File: src/rtl/bool_sweep_ctrl.sv
// bool_sweep_ctrl: drives all 8 ABC vectors into a 3-input Boolean block and checks
// the returned {F3,F2,F1} against F1=~(A&B)|C, F2=~(A&B)&~C, F3=A.
module bool_sweep_ctrl #(
   parameter int SETTLE_CYCLES = 1
) (
   input  logic       clk,
   input  logic       rst,
   input  logic       start,
   input  logic       abort,
   input  logic [2:0] f_in,
   output logic [2:0] abc_out,
   output logic       busy,
   output logic       done,
   output logic       pass,
   output logic [7:0] fail_map,
   output logic [3:0] err_count
);
   localparam int SC = (SETTLE_CYCLES < 1) ? 1 : SETTLE_CYCLES;
   localparam int CW = (SC > 1) ? $clog2(SC) : 1;
   localparam logic [CW-1:0] CNT_LAST = CW'(SC - 1);

   typedef enum logic [1:0] {IDLE, DRIVE, SAMPLE, REPORT} state_t;

   state_t          r_state;
   logic [2:0]      r_idx;
   logic [CW-1:0]   r_cnt;
   logic [2:0]      r_abc;
   logic            r_busy;
   logic            r_done;
   logic            r_pass;
   logic [7:0]      r_fail_map;
   logic [3:0]      r_err;

   logic            w_nand;
   logic [2:0]      w_gold;
   logic            w_miss;
   logic [3:0]      w_err_next;

   assign w_nand     = ~(r_idx[2] & r_idx[1]);
   assign w_gold     = {r_idx[2], w_nand & ~r_idx[0], w_nand | r_idx[0]};
   assign w_miss     = f_in != w_gold;
   assign w_err_next = (w_miss && r_err != 4'd8) ? r_err + 4'd1 : r_err;

   always_ff @(posedge clk or posedge rst) begin
      if (rst) begin
         r_state    <= IDLE;
         r_idx      <= 3'd0;
         r_cnt      <= '0;
         r_abc      <= 3'd0;
         r_busy     <= 1'b0;
         r_done     <= 1'b0;
         r_pass     <= 1'b0;
         r_fail_map <= 8'h00;
         r_err      <= 4'd0;
      end else begin
         unique case (r_state)
            IDLE: begin
               r_done <= 1'b0;
               if (start && !abort) begin
                  r_state    <= DRIVE;
                  r_idx      <= 3'd0;
                  r_cnt      <= '0;
                  r_abc      <= 3'd0;
                  r_busy     <= 1'b1;
                  r_pass     <= 1'b0;
                  r_fail_map <= 8'h00;
                  r_err      <= 4'd0;
               end
            end
            DRIVE: begin
               if (abort) begin
                  r_state <= IDLE;
                  r_busy  <= 1'b0;
                  r_abc   <= 3'd0;
               end else if (r_cnt == CNT_LAST) begin
                  r_state <= SAMPLE;
                  r_cnt   <= '0;
               end else begin
                  r_cnt <= r_cnt + 1'b1;
               end
            end
            SAMPLE: begin
               if (abort) begin
                  r_state <= IDLE;
                  r_busy  <= 1'b0;
                  r_abc   <= 3'd0;
               end else begin
                  // f_in is only ever looked at here, so X elsewhere cannot leak into results
                  if (w_miss) r_fail_map[r_idx] <= 1'b1;
                  r_err <= w_err_next;
                  if (r_idx == 3'd7) begin
                     r_state <= REPORT;
                     r_busy  <= 1'b0;
                     r_done  <= 1'b1;
                     r_abc   <= 3'd0;
                     r_pass  <= w_err_next == 4'd0;
                  end else begin
                     r_state <= DRIVE;
                     r_idx   <= r_idx + 3'd1;
                     r_abc   <= r_idx + 3'd1;
                  end
               end
            end
            REPORT: begin
               r_state <= IDLE;
               r_done  <= 1'b0;
            end
            default: r_state <= IDLE;
         endcase
      end
   end

   assign abc_out   = r_abc;
   assign busy      = r_busy;
   assign done      = r_done;
   assign pass      = r_pass;
   assign fail_map  = r_fail_map;
   assign err_count = r_err;
endmodule

File: config.mk
export PLATFORM = sky130hd
export DESIGN_NAME = bool_sweep_ctrl
export DESIGN_NICKNAME = d
export VERILOG_FILES = /design/src/rtl/bool_sweep_ctrl.sv
export SDC_FILE = /design/constraint.sdc
export NUM_CORES = 1
export LEC_CHECK = 0
export ABC_AREA = 1
export CORE_MARGIN = 2
export CORE_UTILIZATION = 46
export CTS_BUF_LIST = sky130_fd_sc_hd__clkbuf_16
export DETAILED_ROUTE_END_ITERATION = 6
export PLACE_DENSITY = 0.75
export SLEW_MARGIN = 0
export SYNTH_ARGS = -nofsm -noshare
export SYNTH_HDL_FRONTEND = slang
export SYNTH_SLANG_ARGS = --single-unit
File: constraint.sdc
create_clock -name clk -period 1.8 [get_ports clk]
set_clock_uncertainty 0.2 [all_clocks]
set_input_delay 0.18 -clock clk [delete_from_list [all_inputs] [get_ports clk]]
set_output_delay 0.18 -clock clk [all_outputs]
set_load 0.02 [all_outputs]
==> results of run 1 <==
==> worst reg2reg max path, delay by kind of cell, from the launching register on <==
family / cells / cell delay [ns]
buffers and inverters: 3 / 0.27
AOI/OAI and AO/OA: 3 / 0.37
DFF: 1 / 0.41
and+or+nand+nor: 3 / 0.30
adders and majority gates: 1 / 0.17
==> sequential cells by signal, summed over array words and instances (netlist names) <==
| register | cells |
|---|---|
| abc_out | 3 |
| r_idx | 3 |
| done | 1 |
| r_state | 2 |
| err_count | 4 |
| fail_map | 8 |
| busy | 1 |
| pass | 1 |
==> per-stage QoR <==
step | util (%) | cells | area [µm²]
after detailed placement | 61.3 | 228 | 1690
final | 69.0 | 239 | 1900
after global placement | 61.3 | 228 | 1690
after global routing | 69.0 | 239 | 1900
after floorplan | - | 162 | 1330
after CTS | 65.1 | 232 | 1800
==> final timing paths <==
kind,end,depth (start not counted)
setup / recovery,fail_map[3],10
max in group asynchronous,r_idx[2],3
min in group clk,fail_map[6],1
hold / removal,done,3
setup reg to reg,fail_map[3],10
hold reg to reg,fail_map[6],1
==> cells in the final DEF, fill, tap and decap left out, drive strengths merged <==
cell type / synthesis / routed
o21ai: 11 / 11
a21oi: 13 / 13
buf: 0 / 18
clkbuf: 0 / 3
ha: 8 / 8
nand2: 34 / 34
dfrtp: 23 / 23
nand4: 3 / 3
o21a: 2 / 2
a31oi: 1 / 1
o211ai: 1 / 1
inv: 32 / 32
xor2: 2 / 2
nor3: 2 / 2
clkinv: 0 / 1
clkdlybuf4s50: 0 / 24
nand3: 15 / 15
o22ai: 1 / 1
nor2: 14 / 14
==> per-layer routing <==
| layer | global-route usage, % | up-vias | part of all wire (%) |
|---|---|---|---|
| met2 | 34.3 | 41 | 51 |
| met3 | 3.13 | 12 | 4.2 |
| li1 | - | 614 | - |
| met5 | 0 | - | 0 |
| met4 | 9.63 | 0 | 2.9 |
| met1 | 23.6 | 559 | 42 |
==> power groups by stage <==
| stage | combinational, µW | sequential [µW] | clock [µW] |
|---|---|---|---|
| 2_1_floorplan | 613 | 800 | 0 |
| 3_3_place_gp | 1130 | 707 | 0 |
| 3_5_place_dp | 1150 | 710 | 0 |
| 4_1_cts | 1230 | 709 | 498 |
| 5_1_grt | 1580 | 723 | 515 |
| 6_report | 1460 | 711 | 493 |
==> area by class of cell <==
class	instances	area [µm²]	area share, %
inverter	32	125	6.58
clock inverter	1	5.00	0.263
multi-input combinational	107	704	37.0
sequential	23	578	30.4
clock buffer	3	75.1	3.95
tap	31	38.8	2.04
timing repair buffer	42	375	19.7
==> logic make-up after synthesis <==
logic type	count (synthesis)	share of synthesized area (%)
AOI/OAI and AO/OA	29	14.0
and+or+nand+nor	68	24.6
xor gates and xnor gates	2	1.32
DFF	23	43.4
adders and majority gates	8	7.54
buffers and inverters	32	9.24
==> repair_timing <==
action | in CTS | in global routing
pin swaps | 0 | 4
endpoints found under the setup margin | 3 | 15
resized for setup | 6 | 15
setup buffers | 0 | 7
==> run metrics, run 1 <==
Worst setup SP type=flop; first-pass GRT wire length=5000 µm; CP Class=flop to flop; Port Buf Inserts=24; critical path arrival=1.79 ns; I/O Pins=25; placer's final routability congestion estimate=0.898; internal power=1570 µW; CP most frequent cell=inv_4; initial core utilization=48.1%; final antenna-violating net count=0; maxcap violations=0; Vias/cell=5.13; CTS tree=done; via count=1,226; DPL Wire Length=2220 µm; Chip Width=57.7 µm; Seq/Total Area, Yosys=43.4%; setup violators final=0; Top delay family on crit path=flip-flops; area delta synth->final=43.3%; Worst-path clk slew=0.06 ns; sw power=1090 µW; fillers=216; Core Box Area=2760 µm²; part of the power in the clock network=18.5%; worst reg2reg setup slack=0.003 ns; H-tree depth=1; Synth Flop Type=dfrtp_1; pre-CTS WS=-0.0513 ns; slowest stage cell, crit path=dfrtp_1; Sw Ratio=40.9%; Worst Path Buf+Inv=3; Synth async-reset ratio=100%; pins over their slew limit=0; Worst Setup SP=r_state[0]; Post-synth EDFFs=0; Lkg Pwr=0.000897 µW; Sink Count=23; RSZ-0062 raised after global routing=true; final hold violations=0; fin crit share=99.8%; Net Count, Synth=177; sequential share of power=26.7%; syn_area_per_cell=8.19 µm²; Yosys cell types=26; Slew headroom=79.8%; crit-path max cell delay=0.41 ns; R2R Path Start=r_state[0]; Yosys top cell area share=43.4%; status=finished clean; CTS Hold Buffers Added=0; Num CTS Buffers=3; worst-margin pin slew=0.303 ns; # diodes=0; Post-Route WL=3270 µm; antenna violations before repair=0; die area=3330 µm²; most common cell in the synthesized netlist=nand2_1; pwr dens=1400 nW/µm²; Crit path required time=1.79 ns; Syn. warnings=0; CP Cell Sequence=inv_2 -> ha_4 -> inv_4 -> nor2_4 -> o21ai_4 -> inv_4 -> nand2_4 -> a21oi_4 -> nand2_2 -> a21oi_2; crit path max fanout=5; Post-layout nets=224; Wirelength per Cell=13.7 µm; Die H=57.7 µm; flops & latches, synth=23; Worst setup EP type=flop; Rows=19; class of the worst hold path=input pin to async pin; total power=2660 µW; Final WS setup=0.00307 ns; maximum VDD drop=1.18 mV; Synth area leader=dfrtp_1; layout cell share with drive strength beyond 1=27.4%; Initial DRC Count=40; setup TNS=0 ns; Max Fclk=557 MHz; vias in the first global route=1,127; final hold slack=0.0593 ns; cell area after technology mapping=1330 µm²; # DRC=0; clock tree root buffer cell=clkbuf_16; Combinational Power Share=54.8%; pin count of the biggest net entering global routing=24; CTS max path bufs=2; synth top area cells=dfrtp_1 43%, nand2_1 7.9%, ha_1 7.5%, inv_1 6.5%, nand3_1 5.3%; GRT overflow=0; Cells after Synth=162; Tot GR Track Use=19.7%; 1st-pass router iterations=4; Final min period=1.80 ns; top cells by count, synth=28 x nand2_1, 23 x dfrtp_1, 23 x inv_1; Worst-Skew Late Latency=0.26 ns
Note: power is estimated with default switching activity, not from simulation.
==> inputs of run 2 (changes only) <==
Settings changed: CTS_CLUSTER_DIAMETER from default to 50, SKIP_LAST_GASP from default to 1.
==> run 2 against run 1 <==
  * Cell area about the same
  * Cell count stayed put
  * Non-clock buffer count did not move
  * Fmax hardly changed
  * Setup slack about the same
  * Sequential cell count unchanged
  * Critical path type unchanged
==> run metrics, run 2 (synthesis results as in run 1) <==
Die H=57.7 µm (unchanged); commonest non-fill, non-tap cell in the layout=nand2_1 (unchanged); Post-layout nets=224 (unchanged); final antenna-violating net count=0 (unchanged); Max Fclk=557 MHz (about the same); 1st-pass router iterations=4 (unchanged); Initial DRC Count=37 (was 40); Slew headroom=79.7% (was 79.8%); Chip Width=57.7 µm (unchanged); placed insts=228 (unchanged); Post-Route WL=3280 µm (was 3270 µm); fin crit share=99.8% (about the same); setup violators final=0 (unchanged); most frequent cells in the layout=26 x nand2_1, 24 x clkdlybuf4s50_1, 22 x dfrtp_1, 19 x inv_1, 18 x buf_4 (was 26 x nand2_1, 24 x clkdlybuf4s50_1, 21 x dfrtp_1, 19 x inv_1, 18 x buf_4); worst-margin pin slew=0.304 ns (was 0.303 ns); clock tree root buffer cell=clkbuf_16 (unchanged); area delta synth->final=43.2% (was 43.3%); final core occ=68.9% (was 69.0%); total power=2660 µW (about the same); CP Class=flop to flop (unchanged); layout cell share with drive strength beyond 1=26.9% (was 27.4%); Worst setup EP type=flop (unchanged); Vias/cell=5.16 (was 5.13); crit path max fanout=5 (unchanged); Sink Count=23 (unchanged); CTS max path bufs=2 (unchanged); Rows=19 (unchanged); Tot GR Track Use=19.7% (unchanged); maxcap violations=0 (unchanged); Worst-path clk slew=0.06 ns (about the same); RSZ-0062 raised after global routing=true (unchanged); Post-Layout Cell Count=239 (unchanged); die area=3330 µm² (unchanged); Worst setup SP type=flop (unchanged); first-pass GRT wire length=5000 µm (unchanged); final hold slack=0.0596 ns (was 0.0593 ns); GRT overflow=0 (unchanged); Num CTS Buffers=3 (unchanged); Worst-Skew Late Latency=0.26 ns (about the same); dpl cell area=1690 µm² (unchanged); Final min period=1.80 ns (about the same); maximum VDD drop=1.18 mV (about the same); vias in the first global route=1,127 (unchanged); placer's final routability congestion estimate=0.898 (unchanged); pin count of the biggest net entering global routing=24 (unchanged); class of the worst hold path=input pin to async pin (unchanged); Crit path required time=1.79 ns (about the same); pins over their slew limit=0 (unchanged); Lkg Pwr=0.000898 µW (was 0.000897 µW); Port Buf Inserts=24 (unchanged); # DRC=0 (unchanged); # diodes=0 (unchanged); H-tree depth=1 (unchanged); final hold violations=0 (unchanged); I/O Pins=25 (unchanged); Wirelength per Cell=13.7 µm (about the same); antenna violations before repair=0 (unchanged); Core Box Area=2760 µm² (unchanged); status=finished clean (unchanged); pwr dens=1400 nW/µm² (about the same); critical path arrival=1.79 ns (about the same); DPL Wire Length=2220 µm (unchanged); via count=1,234 (was 1,226); Final Cell Area=1900 µm² (about the same); CTS tree=done (unchanged); initial core utilization=48.1% (unchanged); max reg flops=8 (unchanged)
-- run 2: cell counts in the layout (fill, tap and decap cells not counted) --
No cell type changed its count.
-- run 2: stage by stage --
stage,worst slack [ns],TNS [ns]
after global placement,-0.0333,-0.0465
after global routing,-0.0956,-0.396
after floorplan,0.0811,0
final,0.00355,0
after CTS,-0.00459,-0.00459
after detailed placement,-0.0513,-0.0850
-- run 2: final timing paths --
check	startpoint	end	slack, ns	cells after the start
setup / recovery	r_state[0]	fail_map[3]	0.004	10
hold / removal	rst	done	0.06	3
setup reg to reg	r_state[0]	fail_map[3]	0.004	10
hold reg to reg	fail_map[6]	fail_map[6]	0.29	1
max in group asynchronous	rst	r_idx[1]	1.09	3
min in group clk	fail_map[6]	fail_map[6]	0.29	1
-- run 2: per-layer routing --
metal / GRT usage [%] / vias to the layer above / share of wire (%) / wire length (µm)
met1: 23.6 / 566 / 42 / 1360
met5: 0 / - / 0 / 0
met3: 3.13 / 12 / 4.1 / 134
li1: - / 615 / - / -
met2: 34.3 / 41 / 51 / 1690
met4: 9.63 / 0 / 2.9 / 95
-- run 2: worst max-delay path, stage by stage (launching register included) --
cell	delay, ns
dfrtp_1	0.41
inv_2	0.12
ha_4	0.17
inv_4	0.04
nor2_4	0.14
o21ai_4	0.07
inv_4	0.11
nand2_4	0.09
a21oi_4	0.19
nand2_2	0.07
a21oi_2	0.11
-- run 2: where the power goes --
part	total, µW	internal (µW)	leakage [µW]	switching (µW)
Combinational	1460	646	0.000551	813
Sequential	712	628	0.000307	83.6
Clock	493	299	0.0000409	194
-- run 2: final cells by class --
cell class | instances | area (µm²)
timing repair buffer | 42 | 375
tap | 31 | 38.8
multi-input combinational | 107 | 704
clock inverter | 1 | 5.00
fill | 217 | 857
clock buffer | 3 | 75.1
sequential | 23 | 577
inverter | 32 | 125
-- run 2: timing repair --
action	4_1_cts	5_1_grt
resized for setup	6	14
setup endpoints to repair	3	15
setup buffers	0	7
hold buffers	0	0
pin swaps	0	4
==> patch 1, RTL diff (flow settings as in run 2) <==
The 4 states of `state_t` get a one-hot encoding in 4 bits.
--- a/src/rtl/bool_sweep_ctrl.sv
+++ b/src/rtl/bool_sweep_ctrl.sv
@@ -19,7 +19,7 @@
    localparam int CW = (SC > 1) ? $clog2(SC) : 1;
    localparam logic [CW-1:0] CNT_LAST = CW'(SC - 1);
 
-   typedef enum logic [1:0] {IDLE, DRIVE, SAMPLE, REPORT} state_t;
+   typedef enum logic [3:0] {IDLE = 4'b0001, DRIVE = 4'b0010, SAMPLE = 4'b0100, REPORT = 4'b1000} state_t;
 
    state_t          r_state;
    logic [2:0]      r_idx;
Check against the original RTL: same outputs for any inputs over 10 cycles, from zero or initial values and one cycle with rst high; not proved beyond that.
==> patch 1 against run 2 <==
Critical path depth is 3 lower; worst setup slack improved by 0.063 ns; highest routed layer unchanged; sequential cell count up 2; the run now ends with DRC left; wire length increased by 5.7%; via count is 8.9% higher; cell area grew 3.7%; synthesized area rose by 3.3%; power shrank 26%; largest power group unchanged; clock power shrank 2%.
==> patch 1: results (changes against run 2) <==
Finish
  • Layout cells sized above 1: 28.8% (+1.8 points)
  • Fill count: 231 (+6.5%)
  • Nets: 231 (+3.1%)
  • # diodes: 0 (unchanged)
  • Max FFs per register: 8 (unchanged)

Placed design
  • Placed cell area: 1710 um2 (+1.2%)
  • I/O Buffers: 24 (unchanged)
  • GPL Wtd Cong: 0.906 (+0.82%)
  • Post-DP HPWL: 2.33 mm (+4.7%)

Global route
  • Initial antenna violation count: 0 (unchanged)
  • Tot GR Track Use: 19.8% (+0.088 points)
  • M2 GR Usage: 34.3% (+0.097 points)
  • First-pass GRT wire length: 5.27 mm (+5.5%)
  • M3 GR Usage: 3.08% (-0.048 points)
  • Met1 Use GR: 24.1% (+0.52 points)
  • Pin count of the biggest net entering global routing: 26 (+8.3%)

Yosys
  • Distinct cell type count after synthesis: 26 (unchanged)
  • Synthesized Nets: 186 (+5.1%)
  • EDFF count, synth: 0 (unchanged)
  • Register area share after synthesis: 45.7% (+2.4 points)
  • Yosys warns: 0 (unchanged)
  • Top cells by count, synth: 48 x nand2_1, 24 x dfrtp_1, 19 x inv_1
  • Yosys top cell area share: 43.8% (+0.44 points)
  • Asr flop ratio synth: 100% (unchanged)
  • Main flop type after synthesis: dfrtp_1
  • Top cells by area, synth: dfrtp_1 44%, nand2_1 13%, nand3_1 6.6%

Critical path
  • Top Family by Delay on Critical Path: flip-flops
  • CP max FO: 7 (+2)
  • Worst reg2reg path depth: 7 (-3)
  • Reg2reg end: abc_out[0]$_DFFE_PP0P_
  • Critical path's largest stage delay: 0.47 ns (+0.06 ns)
  • R2R setup slack: 0.07 ns (+0.06 ns)
  • Critical-path top delay cell: dfrtp_2
  • Data arrival, critical path: 1.70 ns (-0.09 ns)
  • R2r startpoint: r_idx[0]$_DFFE_PP0P_

CTS
  • Clk pin slew, worst setup/hold paths: 0.06 ns (about the same)
  • Post-CTS setup buffer count: 0 (unchanged)
  • Clock Path Buffers: 2 (unchanged)
  • Post-CTS resize count: 1 (-5)
  • Num CTS Buffers: 3 (unchanged)
  • CTS root buffer: clkbuf_16
  • H-tree Lvls: 1 (unchanged)
  • Clk Latency, worst-skew pair: 0.26 ns (about the same)

Detailed routing
  • Met2 wire len: 1.76 mm (+4.4%)
  • Via density: 5.38 (+4.1%)
  • DRT Pass-1 Iters: 6 (+2)
  • DRC: 2 (+2)
  • Routed wire length: 3.46 mm (+5.7%)
  • DR top layer: met4
  • Initial DRC count: 57 (+54%)
  • WL met1: 1.50 mm (+10%)
  • DR WL met3: 119 um (-11%)

Status
  • Status: finished with violations
  • Failing checks: DRC

Hold path
  • Hold Path Class: primary input to async pin

STA
  • Slew headroom: 77.4% (-2.3 points)

Power
  • Static leakage: 0.931 nW (+3.6%)
  • Maximum VDD drop: 0.594 mV (-50%)
## patch 1: how the worst max path moves through the flow
stage                                         end                   start  cells after the start  slack [ns]
after floorplan           fail_map[2]$_DFFE_PP0P_  r_state[0]$_DFFE_PP1N_                     11        0.16
after global placement    fail_map[5]$_DFFE_PP0P_                 f_in[2]                      9        0.01
after detailed placement  fail_map[5]$_DFFE_PP0P_                 f_in[2]                      9       -0.02
after CTS                  abc_out[0]$_DFFE_PP0P_  r_state[1]$_DFFE_PP0N_                      9      -0.002
after global routing         r_idx[2]$_DFFE_PP0P_  r_state[1]$_DFFE_PP0N_                     11       -0.04
final                      abc_out[0]$_DFFE_PP0P_    r_idx[0]$_DFFE_PP0P_                      7        0.07
## patch 1: stage by stage
stage               utilization, %  power, mW  hold slack, ns  instances  worst slack, ns
floorplan                        -       1.07         0.00658        175            0.157
global placement              60.9       1.24           0.257        237          0.00972
detailed placement            60.9       1.26           0.259        237          -0.0250
CTS                           63.7       1.74          0.0938        241         -0.00222
global route                  70.2       2.07           0.124        250          -0.0443
finish                        70.2       1.97          0.0775        250           0.0663
## patch 1: logic make-up after synthesis
logic type,count (synthesis),share of synthesized area [%]
buffers and inverters,27,7.66
DFF,25,45.7
xor gates and xnor gates,2,1.28
adders and majority gates,4,3.65
and+or+nand+nor,89,29.5
AOI/OAI and AO/OA,28,12.2
## patch 1: report_power, final
group	switching [mW]	total (mW)	internal, mW
clock network	0.188	0.485	0.297
logic	0.505	0.829	0.324
registers	0.0369	0.652	0.616
total	0.730	1.97	1.24
## patch 1: final cells by class
class,instances,area (um2),area share (%)
flip-flops and latches,25,629,31.9
well taps,31,38.8,1.97
multi-input cells,124,751,38.1
clock buffers,3,75.1,3.81
inverters,25,101,5.14
clock inverters,1,3.75,0.190
repair buffers,41,372,18.9
==> patch 2, RTL diff (config.mk and constraints of run 2) <==
Without the edit above. Register the inputs `start`, `abort` and `f_in` before use, cleared by the reset. The logic sees them one clock later.
--- a/src/rtl/bool_sweep_ctrl.sv
+++ b/src/rtl/bool_sweep_ctrl.sv
@@ -21,6 +21,22 @@
 
    typedef enum logic [1:0] {IDLE, DRIVE, SAMPLE, REPORT} state_t;
 
+   logic start_q;
+   logic abort_q;
+   logic [2:0] f_q;
+
+   always_ff @(posedge clk or posedge rst) begin
+      if (rst) begin
+         start_q <= '0;
+         abort_q <= '0;
+         f_q     <= '0;
+      end else begin
+         start_q <= start;
+         abort_q <= abort;
+         f_q     <= f_in;
+      end
+   end
+
    state_t          r_state;
    logic [2:0]      r_idx;
    logic [CW-1:0]   r_cnt;
@@ -38,7 +54,7 @@
 
    assign w_nand     = ~(r_idx[2] & r_idx[1]);
    assign w_gold     = {r_idx[2], w_nand & ~r_idx[0], w_nand | r_idx[0]};
-   assign w_miss     = f_in != w_gold;
+   assign w_miss     = f_q != w_gold;
    assign w_err_next = (w_miss && r_err != 4'd8) ? r_err + 4'd1 : r_err;
 
    always_ff @(posedge clk or posedge rst) begin
@@ -56,7 +72,7 @@
          unique case (r_state)
             IDLE: begin
                r_done <= 1'b0;
-               if (start && !abort) begin
+               if (start_q && !abort_q) begin
                   r_state    <= DRIVE;
                   r_idx      <= 3'd0;
                   r_cnt      <= '0;
@@ -68,7 +84,7 @@
                end
             end
             DRIVE: begin
-               if (abort) begin
+               if (abort_q) begin
                   r_state <= IDLE;
                   r_busy  <= 1'b0;
                   r_abc   <= 3'd0;
@@ -80,7 +96,7 @@
                end
             end
             SAMPLE: begin
-               if (abort) begin
+               if (abort_q) begin
                   r_state <= IDLE;
                   r_busy  <= 1'b0;
                   r_abc   <= 3'd0;
Check against the original RTL: not equivalent (Yosys sat finds a counterexample within 4 cycles, from zero or initial values and one cycle with rst high).
==> patch 2 against run 2 <==
Non-clock buffer count decreased by 3; cell area increased by 6.7%; worst setup slack improved by 0.043 ns; power decreased by 7.8%; sequential cell count increased by 5; maximum frequency increased by 2.5%; critical endpoint is now fail_map[2]$_DFFE_PP0P_; wire length increased by 0.43%; synthesized area increased by 8.8%; sequential power increased by 16%.
==> patch 2: results (changes against run 2) <==
Finish
  • Multi-input logic area: 716 um2 (+1.6%)
  • Fill count: 245 (+13%)
  • Clk tree area frac: 3.89% (-0.33 points)
  • Logic inverters: 30 (-6.3%)
  • Layout cells sized above 1: 25.5% (-1.5 points)
  • Non-Clock Buffer Count: 39 (-7.1%)
  • Multi-input logic cell count: 111 (+3.7%)
  • Nets: 228 (+1.8%)
  • Final non-clock buffer share: 17.8% (-2.0 points)
  • Seq/total area: 34.7% (+4.3 points)

Placed design
  • GPL Wtd Cong: 0.893 (-0.55%)
  • Post-DP HPWL: 2.34 mm (+5.3%)
  • Cell count after placement: 246 (+7.9%)
  • Pre-CTS WS: -0.0548 ns (-0.00351 ns)
  • Placed cell area: 1810 um2 (+7.0%)

Power
  • Overall power: 2.45 mW (-7.8%)
  • Static leakage: 0.941 nW (+4.8%)
  • PwrDens: 1210 nW/um2 (-14%)
  • Clk power: 0.494 mW (about the same)
  • Maximum VDD drop: 0.888 mV (-25%)
  • Sw Pwr: 0.923 mW (-15%)
  • P_seq: 0.823 mW (+16%)

Critical path
  • Data arrival, critical path: 1.74 ns (-0.05 ns)
  • Critical path's largest stage delay: 0.39 ns (-0.02 ns)
  • Top Family by Delay on Critical Path: simple AND/OR/NAND/NOR gates
  • CP max FO: 7 (+2)

Yosys
  • Synthesized Nets: 184 (+4.0%)
  • Synth Register Bits: 28 (+22%)
  • Distinct cell type count after synthesis: 20 (-23%)
  • Mapped Cells: 169 (+4.3%)
  • Synth Area in XOR/XNOR: 1.21% (-0.11 points)
  • Synth Area in Compound Gates: 11.2% (-2.8 points)
  • Top cells by count, synth: 28 x dfrtp_1, 26 x nand2_1, 23 x nand3_1
  • Top cells by area, synth: dfrtp_1 49%, nand3_1 8.0%, ha_1 6.9%
  • Syn_area_per_cell: 8.54 um2 (+4.3%)
  • Register area share after synthesis: 48.5% (+5.2 points)
  • Post-synthesis adder-cell area fraction: 6.93% (-0.61 points)

Detailed routing
  • Routed wire length: 3.29 mm (+0.43%)
  • Via density: 4.98 (-3.6%)
  • Initial DRC count: 45 (+22%)
  • DR WL met3: 137 um (+2.2%)
  • Overall via count from detail_route: 1274 (+3.2%)
  • Met2 wire len: 1.73 mm (+2.8%)
  • WL met1: 1.38 mm (+1.3%)

Global route
  • Initial antenna violation count: 0 (unchanged)
  • Pin count of the biggest net entering global routing: 29 (+21%)
  • Tot GR Track Use: 19.8% (+0.067 points)
  • Vias in the first global route: 1245 (+10%)
  • First-pass GRT wire length: 5.34 mm (+6.9%)
  • Met1 Use GR: 24.2% (+0.58 points)
  • M3 GR Usage: 5.19% (+2.1 points)
  • M2 GR Usage: 34.2% (-0.092 points)

STA
  • Slew headroom: 73.1% (-6.6 points)

Status
  • Status: completed

CTS
  • Post-CTS resize count: 2 (-4)
  • H-tree Lvls: 1 (unchanged)
  • CTS root buffer: clkbuf_16
[patch 2: cell count changes in the layout (fill, tap and decap cells not counted), sizes merged]
cell | run 2 | this run
nand2 | 34 | 30
nand4 | 3 | 0
a31oi | 1 | 0
nor2 | 14 | 17
buf | 18 | 15
nand3 | 15 | 23
nor3b | 0 | 1
inv | 32 | 30
o21ai | 11 | 13
dfrtp | 23 | 28
o21ba | 0 | 1
o21a | 2 | 0
o211ai | 1 | 0
[patch 2: path summary, 6_finish.rpt]
check / to / slack, ns / cells after the start
max in group asynchronous: r_idx[2]$_DFFE_PP0P_ / 1.03 / 3
worst min-delay path: fail_map[2]$_DFFE_PP0P_ / 0.08 / 3
worst min register to register: fail_map[6]$_DFFE_PP0P_ / 0.31 / 1
worst max register to register: fail_map[2]$_DFFE_PP0P_ / 0.05 / 10
worst max-delay path: fail_map[2]$_DFFE_PP0P_ / 0.05 / 10
min in group clk: f_q[1]$_DFF_PP0_ / 0.16 / 1
